==> config.mk <==
export PLATFORM = sky130hd
export DESIGN_NAME = maxpool_feeder
export DESIGN_NICKNAME = d
export VERILOG_FILES = /design/src/rtl/maxpool_pkg.sv /design/src/rtl/maxpool_feeder_lane.sv /design/src/rtl/maxpool_feeder.sv
export SDC_FILE = /design/constraint.sdc
export NUM_CORES = 1
export LEC_CHECK = 0
export CAP_MARGIN = 20
export CORE_AREA = 3 3 148 150
export CTS_CLUSTER_DIAMETER = 150
export DETAILED_ROUTE_END_ITERATION = 12
export DIE_AREA = 0 0 151 153
export HOLD_SLACK_MARGIN = 0.1
export PLACE_DENSITY = 0.75
export SLEW_MARGIN = 20
export SYNTH_ARGS = -nofsm -noshare
export SYNTH_HDL_FRONTEND = slang
export SYNTH_HIERARCHICAL = 1
export SYNTH_SLANG_ARGS = --single-unit
==> constraint.sdc <==
create_clock -name clk -period 4.5 [get_ports clk]
set_input_delay 0.9 -clock clk [delete_from_list [all_inputs] [get_ports clk]]
set_output_delay 0.9 -clock clk [all_outputs]
set_load 0.02 [all_outputs]
==> src/rtl/maxpool_pkg.sv <==
// Shared constants and types for the max-pooling feeder: default geometry,
// quadrant write-strobe encodings and the feeder state enum.
package maxpool_pkg;

  localparam int unsigned DATA_SIZE  = 16;
  localparam int unsigned ARRAY_SIZE = 9;

  localparam logic [3:0] Q_TL = 4'b0001;
  localparam logic [3:0] Q_TR = 4'b0010;
  localparam logic [3:0] Q_BL = 4'b0100;
  localparam logic [3:0] Q_BR = 4'b1000;

  typedef enum logic [1:0] {
    IDLE,
    STREAM,
    FLUSH,
    POOL
  } feeder_state_e;

  function automatic logic [3:0] quadrant(input logic row_odd, input logic col_odd);
    case ({row_odd, col_odd})
      2'b00:   return Q_TL;
      2'b01:   return Q_TR;
      2'b10:   return Q_BL;
      default: return Q_BR;
    endcase
  endfunction

endpackage

==> src/rtl/maxpool_feeder_lane.sv <==
// One channel lane of the feeder: optional ReLU (MAXPOOL_FEEDER_RELU_EN)
// followed by the data_out slice register, loaded on each accepted pixel.
module maxpool_feeder_lane #(
  parameter int unsigned data_size = 16
) (
  input  logic                 clk,
  input  logic                 clear,
  input  logic                 load,
  input  logic [data_size-1:0] d_in,
  output logic [data_size-1:0] d_out
);

  logic [data_size-1:0] pix;
  logic [data_size-1:0] data_d;
  logic [data_size-1:0] data_q;

  always_comb begin
`ifdef MAXPOOL_FEEDER_RELU_EN
    pix = d_in[data_size-1] ? '0 : d_in;
`else
    pix = d_in;
`endif
    data_d = load ? pix : data_q;
  end

  always_ff @(posedge clk) begin
    if (!clear) data_q <= '0;
    else        data_q <= data_d;
  end

  assign d_out = data_q;

endmodule

==> src/rtl/maxpool_feeder.sv <==
// Routes a raster-scan pixel stream into the 2x2 quadrant FIFOs of the pooling
// array, then runs pooling until all lanes finish. Optional ReLU: MAXPOOL_FEEDER_RELU_EN.
module maxpool_feeder
  import maxpool_pkg::*;
#(
  parameter int unsigned data_size  = DATA_SIZE,
  parameter int unsigned array_size = ARRAY_SIZE,
  parameter int unsigned img_width  = 8,
  parameter int unsigned img_height = 8
) (
  input  logic                            clk,
  input  logic                            clear,
  input  logic                            start,
  input  logic                            in_valid,
  output logic                            in_ready,
  input  logic [data_size*array_size-1:0] in_data,
  input  logic [4*array_size-1:0]         full,
  output logic [data_size*array_size-1:0] data_out,
  output logic [4*array_size-1:0]         sel,
  output logic [array_size-1:0]           pool_en,
  input  logic [array_size-1:0]           pool_done,
  output logic                            busy,
  output logic                            frame_done
);

  localparam int unsigned CW = $clog2(img_width);
  localparam int unsigned RW = $clog2(img_height);
  localparam logic [CW-1:0] COL_LAST = CW'(img_width - 1);
  localparam logic [RW-1:0] ROW_LAST = RW'(img_height - 1);

  if ((img_width % 2) != 0 || img_width < 2 || (img_height % 2) != 0 || img_height < 2)
    begin : g_bad_geometry
      $error("maxpool_feeder: img_width and img_height must be even and >= 2");
    end

  feeder_state_e           state_d, state_q;
  logic [CW-1:0]           col_d, col_q;
  logic [RW-1:0]           row_d, row_q;
  logic [4*array_size-1:0] sel_d, sel_q;
  logic [array_size-1:0]   pool_en_d, pool_en_q;
  logic                    busy_d, busy_q;
  logic                    frame_done_d, frame_done_q;
  logic                    accept;

  // Any full flag stalls every lane; clear gating keeps in_ready low during reset.
  assign in_ready = clear & (state_q == STREAM) & ~|full;
  assign accept   = in_valid & in_ready;

  always_comb begin
    state_d = state_q;
    col_d   = col_q;
    row_d   = row_q;
    case (state_q)
      IDLE: if (start) begin
        state_d = STREAM;
        col_d   = '0;
        row_d   = '0;
      end
      STREAM: if (accept) begin
        if (col_q == COL_LAST) begin
          col_d = '0;
          row_d = row_q + 1'b1;
          if (row_q == ROW_LAST) state_d = FLUSH;
        end else begin
          col_d = col_q + 1'b1;
        end
      end
      FLUSH:   state_d = POOL;
      POOL:    if (&pool_done) state_d = IDLE;
      default: state_d = IDLE;
    endcase
    sel_d        = accept ? {array_size{quadrant(row_q[0], col_q[0])}} : '0;
    // Outputs decoded from the next state so they line up with state_q.
    pool_en_d    = (state_d == POOL) ? '1 : '0;
    busy_d       = (state_d != IDLE);
    frame_done_d = (state_q == POOL) && (&pool_done);
  end

  always_ff @(posedge clk) begin
    if (!clear) begin
      state_q      <= IDLE;
      col_q        <= '0;
      row_q        <= '0;
      sel_q        <= '0;
      pool_en_q    <= '0;
      busy_q       <= 1'b0;
      frame_done_q <= 1'b0;
    end else begin
      state_q      <= state_d;
      col_q        <= col_d;
      row_q        <= row_d;
      sel_q        <= sel_d;
      pool_en_q    <= pool_en_d;
      busy_q       <= busy_d;
      frame_done_q <= frame_done_d;
    end
  end

  for (genvar i = 0; i < array_size; i++) begin : g_lane
    maxpool_feeder_lane #(
      .data_size(data_size)
    ) u_lane (
      .clk  (clk),
      .clear(clear),
      .load (accept),
      .d_in (in_data[data_size*i +: data_size]),
      .d_out(data_out[data_size*i +: data_size])
    );
  end

  assign sel        = sel_q;
  assign pool_en    = pool_en_q;
  assign busy       = busy_q;
  assign frame_done = frame_done_q;

endmodule

### Word-level counts from Yosys, hierarchy flattened

Cells that the tools add are included.

| storage, ports and cells | value |
|---|---|
| output and inout port bits | 192 |
| bits of input ports | 193 |
| register bits after elaboration | 199 |

| operators by class | value |
|---|---|
| eq/ne operators | 11 |
| muxes and demuxes | 15 |
| bitwise logic cells | 3 |
| reductions and logical operators | 11 |
| add/sub/neg operators | 2 |

Operators with widths:

| operator | number |
|---|---|
| $reduce_or A36 Y1 | 1 |
| $mux W3 | 5 |
| $pmux W3 S2 | 2 |
| $pmux W4 S3 | 1 |
| $mux W2 | 5 |
| $mux W9 | 1 |
| $reduce_and A9 Y1 | 1 |
| $eq A2 B2 Y1 const B | 4 |
| $pmux W2 S4 | 1 |
| $add A3 B1 Y3 const B | 2 |
| $eq A3 B3 Y1 const B | 2 |
| $eq A2 B1 Y1 const B | 2 |
| $logic_not A2 Y1 | 2 |
| $ne A2 B2 Y1 const B | 2 |
| $reduce_and A4 Y1 | 1 |
| $reduce_bool A2 Y1 | 2 |
| $and A1 B1 Y1 | 3 |
| $reduce_and A3 Y1 | 1 |
| $ne A2 B1 Y1 const B | 1 |
| $reduce_and A2 Y1 | 1 |
| $logic_and A1 B1 Y1 | 1 |
| $logic_not A1 Y1 | 1 |

### Logic depth before layout (Yosys ltp)

Gate-level depths: netlist (run 1).

| logic depth | value |
|---|---|
| depth after elaboration | 8 |
| depth in mapped cells | 8 |
| depth with buffers taken out | 5 |

### Hierarchy

The synthesis (run 1) kept the hierarchy.

Modules (own cells, without submodules):

| module | area an instance (um2) | cells an instance | instances |
|---|---|---|---|
| maxpool_feeder_lane | 615.6 | 51 | 9 |
| maxpool_feeder | 1208.7 | 119 | 1 |

### Least setup slack after synthesis (run 1)

Ideal clock, no wire load.

| timing path | value |
|---|---|
| kind | input to output |
| from | input full[31] |
| to | output in_ready |
| buffers on the path | 0 |
| arrival time | 1948 ps |
| cell stages on the path | 3 |
| required time | 3600 ps |
| setup slack | 1652 ps |
| cells stage by stage | nor3_1 > nand4_4 > nor3_1 |

| between the ends | value |
|---|---|
| cells in the longest elaborated chain, start to end | 3 |

Ends and longest elaborated chain:

| what | line | text |
|---|---|---|
| start, declared | maxpool_feeder.sv:17 | `input logic [4*array_size-1:0] full,` |
| $reduce_or A36 Y1 | maxpool_feeder.sv:46 | `assign in_ready = clear & (state_q == STREAM) & ~\|full;` |
| $logic_not A1 Y1 | maxpool_feeder.sv:46 |  |
| $and A1 B1 Y1 | maxpool_feeder.sv:46 |  |
| end, declared | maxpool_feeder.sv:15 | `output logic in_ready,` |

No other way between the ends.

### Worst setup path after layout (run 1)

| timing path | value |
|---|---|
| from | input full[7] |
| to | output in_ready |

The elaborated chain is that of the path after synthesis.

==> results by group, run 1 <==
Die
  • Die height: 153 um
  • Cell row count: 53
  • I/O pin count: 385
  • Starting density of the core: 32.41%
  • Core region area: 0.02082 mm^2
  • Die width: 151 um
  • DIE AREA: 0.02310 mm^2

Power
  • Switch share: 22.10%
  • Part of the power in the clock network: 47.3%
  • Comb power frac: 7.4%
  • P_int: 2.420 mW
  • Flop pwr share: 45.3%
  • Worst vdd ir: 0.2083 mV
  • Pwr per Cell Area: 282.9 mW/mm^2
  • Leakage: 3.546 nW
  • Pwr Total: 3.106 mW
  • Net Sw Power: 686.5 uW

Worst setup path
  • Critical path data required time: 3600 ps
  • Critical path peak fanout: 5
  • CP endpoint kind: output port
  • CP Data Arrival Time: 2830 ps
  • CP cell instances: clkdlybuf4s50_1, nor4_4, nand4_4, nor3_1, clkdlybuf4s50_1
  • Crit-path most repeated cell: clkdlybuf4s50_1
  • Crit-path slowest cell: clkdlybuf4s50_1
  • Kind of critical path: in -> out
  • CP startpoint kind: primary input
  • Max incr delay on CP: 650 ps

Synthesis
  • Post-synth EDFFs: 0
  • Synth Area in Compound Gates: 0.5191%
  • Top cell type's share of synthesized area: 47.16%
  • Seq/Total Area, Yosys: 47.16%
  • Adder-cell share of the synthesized area: 0.7416%
  • Most frequent cell after synthesis: dfxtp_1
  • #FFs+latches synth: 159
  • Most common flop cell mapped by yosys: dfxtp_1
  • Xor/xnor cell area share of the yosys netlist: 0%
  • Largest family of logic cells by synthesized area: multiplexers
  • Leading post-synthesis cells by cell area: dfxtp_1, mux2i_1, nor2b_1
  • Synthesized area per cell: 11.68 um^2
  • Synthesized area: 0.006749 mm^2
  • Post-synth cell types: 32
  • Synth cell count leaders: dfxtp_1, mux2i_1, nor2b_1
  • Asr flop ratio synth: 0%
  • Syn Nets: 775
  • Simple-gate share of the synthesized area: 20.08%
  • Mux share of post-synthesis cell area: 22.25%
  • Yosys warning count: 6
  • Post-Syn Instances: 578
  • Area leader, netlist: dfxtp_1

STA
  • Fmax: 267.7 MHz
  • Final number of setup-violating endpoints: 0
  • Worst slew pin tran: 782.3 ps
  • Final Max Slew Viols: 0
  • WHS: 465.8 ps
  • Final hold vios: 0
  • Period utilization: 83.00%
  • Fin crit period: 3735 ps
  • RSZ-0062 raised after global routing: false
  • Worst slew margin: 47.84%
  • Setup total negative slack: 0 ps
  • Skew final: 10.35 ps

CTS
  • CTS tree: done
  • Clock Latency Late Sink: 410 ps
  • H-tree levels: 4
  • Clock Tree Buf Depth: 2
  • Clock transition at the registers of the reported paths: 60 ps
  • Clk root buf: clkbuf_16
  • Clock sink total: 159
  • Post-CTS setup buffer count: 0
  • Post-CTS Resized: 0
  • Hold buffer count at cts: 0
  • TritonCTS Buffers: 17

Route
  • First DRT Iteration DRCs: 139
  • DR vias: 5184
  • WL per Instance: 15.35 um
  • # DRC: 0
  • Final wirelength: 18510 um
  • ANT nets after route: 0
  • Drt via density: 4.299
  • Pre-antenna DRT Iters: 4

Global routing
  • Largest net degree at the start of global routing: 96
  • Vias in the first global route: 5237
  • Total Routing Usage GR: 15.31%
  • Remaining global-route overflow: 0
  • Initial antenna violation count: 0
  • First-pass GRT wire length: 28070 um

Layout
  • N_diodes: 0
  • Post-route cell area: 0.01098 mm^2
  • Synthesis-to-layout area growth: 62.68%
  • NumNets Final: 1115
  • Share of layout cells above drive strength 1: 5.585%

Place
  • Detailed Place HPWL: 13870 um
  • # port buffers: 384
  • GP Congestion: 0.7422
  • Placed inst area: 0.01038 mm^2

Run status
  • Status: completed

Run
  • Max cap viols: 0

Worst hold path
  • Worst hold path class: reg -> reg
final cells by class:
class                   instances  area, um^2
clock buffers                  18       429.2
clock inverters                14       173.9
fillers                      1875        9843
inverters                       1       3.754
multi-input cells             350        2942
flip-flops and latches        159        3183
well taps                     275       344.1
repair buffers                389        3904
power groups by stage:
| stage | sequential, mW | clock, mW | combinational (mW) |
|---|---|---|---|
| 6_report | 1.41 | 1.47 | 0.229 |
| 5_1_grt | 1.41 | 1.58 | 0.243 |
| 4_1_cts | 1.41 | 1.52 | 0.232 |
| 3_5_place_dp | 1.44 | 0 | 0.230 |
| 3_3_place_gp | 1.44 | 0 | 0.229 |
| 2_1_floorplan | 1.44 | 0 | 0.0376 |
registers in the layout, indices dropped and copies added (netlist names):
register and count:
col_q 3, busy 1, sel 4, g_lane.u_lane/d_out 144, frame_done 1, state_q 2, row_q 3, pool_en 1
layout by cell type (no fill, tap or decap):
cell type        instances
clkinv_4                 4
nor4_2                   1
and2_1                   2
and3_1                   1
o21ai_0                  1
o31ai_1                  1
dfxtp_1                159
nand4_1                  2
nand3b_1                 1
nand3_1                  2
clkbuf_1                 1
buf_12                   2
clkinv_2                 1
nor3_1                   4
mux2i_1                150
nor2_1                   4
nand3_4                  1
a21o_1                   1
clkdlybuf4s50_1        383
nor4_4                   9
nand2b_1                 1
inv_8                    2
buf_4                    4
nor4_1                   1
or3b_2                   1
clkbuf_16               17
bufinv_16                2
and3b_1                  3
nand4_4                  2
clkinv_8                 1
nand4b_1                 1
nor2b_1                144
ha_1                     4
a21boi_0                 2
nor3b_2                  1
nand2_1                 10
inv_1                    1
inv_6                    4
kinds of logic (layout without fill, tap and decap cells):
kind of cell | after synthesis | in the layout
AND/OR/NAND/NOR | 191 | 191
AO/OA/AOI/OAI | 5 | 5
adder cells (fa/ha/maj) | 4 | 4
flip-flops | 159 | 159
multiplexers | 150 | 150
buffers and inverters | 69 | 422
path summary, 6_finish.rpt:
| kind | startpoint | end | slack, ps | depth (start not counted) |
|---|---|---|---|---|
| hold reg to reg | col_q[1] | col_q[1] | 470 | 2 |
| hold / removal | col_q[1] | col_q[1] | 470 | 2 |
| setup / recovery | full[7] | in_ready | 770 | 5 |
| setup reg to reg | state_q[1] | g_lane[6].u_lane/d_out[6] | 2130 | 6 |
worst max-delay path: cells and delay by family:
kind / cells / cell delay (ps)
and+or+nand+nor: 3 / 840
buffers and inverters: 2 / 1100
routing by layer:
metal / global-route usage, % / wire length [um] / vias to the layer above
li1: - / - / 2587
met4: 4.663 / 316 / 0
met3: 5.040 / 1607 / 23
met1: 16.95 / 7253 / 2357
met2: 27.54 / 9333 / 217
met5: 0 / 0 / -
metrics by stage:
step	utilization [%]	worst slack [ps]	cells
floorplan	-	1652	578
global route	52.73	689.8	1206
CTS	52.73	721.2	1206
detailed placement	49.83	732.9	1174
finish	52.73	765.1	1206
global placement	49.83	776.0	1174
Note: power is estimated with default switching activity, not from simulation.
==> inputs of run 2 (changes only) <==
==> constraint.sdc (replaced) <==
create_clock -name clk -period 3.8 [get_ports clk]
set_input_delay 0.76 -clock clk [delete_from_list [all_inputs] [get_ports clk]]
set_output_delay 0.76 -clock clk [all_outputs]
set_load 0.02 [all_outputs]
==> results by group, run 2 (same netlist as run 1, synthesis figures left out) <==
Layout
  • N_diodes: 0
  • Max reg flops: 144
  • Fillers: 1882
  • NumNets Final: 1117
  • Share of layout cells above drive strength 1: 5.895%
  • Commonest non-fill, non-tap cell in the layout: clkdlybuf4s50_1
  • Post-route cell area: 0.01100 mm^2
  • Synthesis-to-layout area growth: 63.00%
  • Commonest non-fill, non-tap cells in the layout: clkdlybuf4s50_1, dfxtp_1, mux2i_1
  • Sequential Area: 0.003183 mm^2
  • Core Util, Final: 52.83%
  • Area of the multi-input gates: 0.002942 mm^2

Place
  • GP Congestion: 0.7341
  • # port buffers: 384
  • Detailed Place HPWL: 13840 um
  • Placed inst area: 0.01039 mm^2

STA
  • Fin crit period: 3418 ps
  • Final number of setup-violating endpoints: 0
  • Final Max Slew Viols: 0
  • Fmax: 292.6 MHz
  • Setup total negative slack: 0 ps
  • RSZ-0062 raised after global routing: false
  • Final hold vios: 0
  • Worst slew pin tran: 805.1 ps
  • WHS: 467.3 ps
  • Skew final: 13.58 ps
  • Period utilization: 89.94%
  • Worst slew margin: 45.84%

Worst setup path
  • Crit-path slowest cell: clkdlybuf4s50_1
  • Critical path peak fanout: 5
  • Crit-path most repeated cell: clkdlybuf4s50_1
  • Kind of critical path: in -> out
  • CP endpoint kind: output port
  • CP Data Arrival Time: 2660 ps
  • Critical path data required time: 3040 ps
  • CP cell instances: clkdlybuf4s50_1, nor4_4, nand4_4, nor3_1, clkdlybuf4s50_1
  • CP startpoint kind: primary input
  • Max incr delay on CP: 640 ps

Die
  • Core region area: 0.02082 mm^2
  • Starting density of the core: 32.41%
  • DIE AREA: 0.02310 mm^2
  • Cell row count: 53
  • I/O pin count: 385
  • Die width: 151 um
  • Die height: 153 um

Route
  • Drt via density: 4.268
  • First DRT Iteration DRCs: 130
  • # DRC: 0
  • WL per Instance: 15.39 um
  • Final wirelength: 18590 um
  • Pre-antenna DRT Iters: 4
  • DR vias: 5156
  • ANT nets after route: 0

Global routing
  • Remaining global-route overflow: 0
  • Largest net degree at the start of global routing: 97
  • Vias in the first global route: 5276
  • First-pass GRT wire length: 28150 um
  • Total Routing Usage GR: 15.42%
  • Initial antenna violation count: 0

CTS
  • TritonCTS Buffers: 17
  • Clock Latency Late Sink: 420 ps
  • Clk root buf: clkbuf_16
  • Post-CTS setup buffer count: 0
  • Post-CTS Resized: 0
  • Clock transition at the registers of the reported paths: 60 ps
  • Clock Tree Buf Depth: 2
  • Hold buffer count at cts: 0
  • H-tree levels: 4
  • CTS tree: done
  • Clock sink total: 159

Worst hold path
  • Worst hold path class: reg -> reg

Power
  • Worst vdd ir: 0.2690 mV
  • Leakage: 3.560 nW
  • Pwr per Cell Area: 336.7 mW/mm^2
  • Pwr Total: 3.704 mW

Run
  • Max cap viols: 0

Run status
  • Status: completed
run 2: final timing paths:
check        startpoint                   endpoint  slack (ps)  cells past startpoint
min reg2reg    row_q[2]                   row_q[2]         470                      2
min            row_q[2]                   row_q[2]         470                      2
max             full[7]                   in_ready         380                      5
max reg2reg  state_q[0]  g_lane[6].u_lane/d_out[6]        1550                      6
run 2: layout make-up:
| class | count | share of cell area (%) |
|---|---|---|
| Clock inverter | 14 | 1.547 |
| Clock buffer | 18 | 3.992 |
| Multi-Input combinational cell | 350 | 26.74 |
| Inverter | 1 | 0.03412 |
| Sequential cell | 159 | 28.94 |
| Tap cell | 275 | 3.128 |
| Timing Repair Buffer | 391 | 35.62 |
run 2: per-layer routing:
layer	up-vias	GRT usage (%)	part of all wire [%]	routed length, um
met5	-	0	0	0
met4	0	4.404	1.1	209
met3	11	4.714	8.0	1496
met2	208	27.58	51	9487
met1	2351	17.54	40	7400
li1	2586	-	-	-
run 2: critical path: cells and delay by family:
family	cells	cell delay (ps)
buffers and inverters	2	1080
and+or+nand+nor	3	810
run 2: power breakdown:
part           internal [mW]  total (mW)  leakage (nW)  switching, mW
Clock                   1.01        1.77         0.300          0.752
Combinational          0.203       0.270          1.98         0.0669
Sequential              1.67        1.67          1.28        0.00146
Total                   2.88        3.70          3.56          0.820
run 2: per-stage QoR:
step | std cells | setup slack, ps
final | 1208 | 382.4
after global routing | 1208 | 218.6
after CTS | 1208 | 337.0
after detailed placement | 1176 | 352.2
after global placement | 1176 | 374.8
after floorplan | 578 | 1151
==> inputs of run 3 (changes only) <==
--- a/config.mk
+++ b/config.mk
@@ -17,3 +17,4 @@
 export SYNTH_HDL_FRONTEND = slang
 export SYNTH_HIERARCHICAL = 1
 export SYNTH_SLANG_ARGS = --single-unit
+export TNS_END_PERCENT = 10
==> results of run 3 <==
The final DEF is identical to that of run 2; final timing and power are the same.
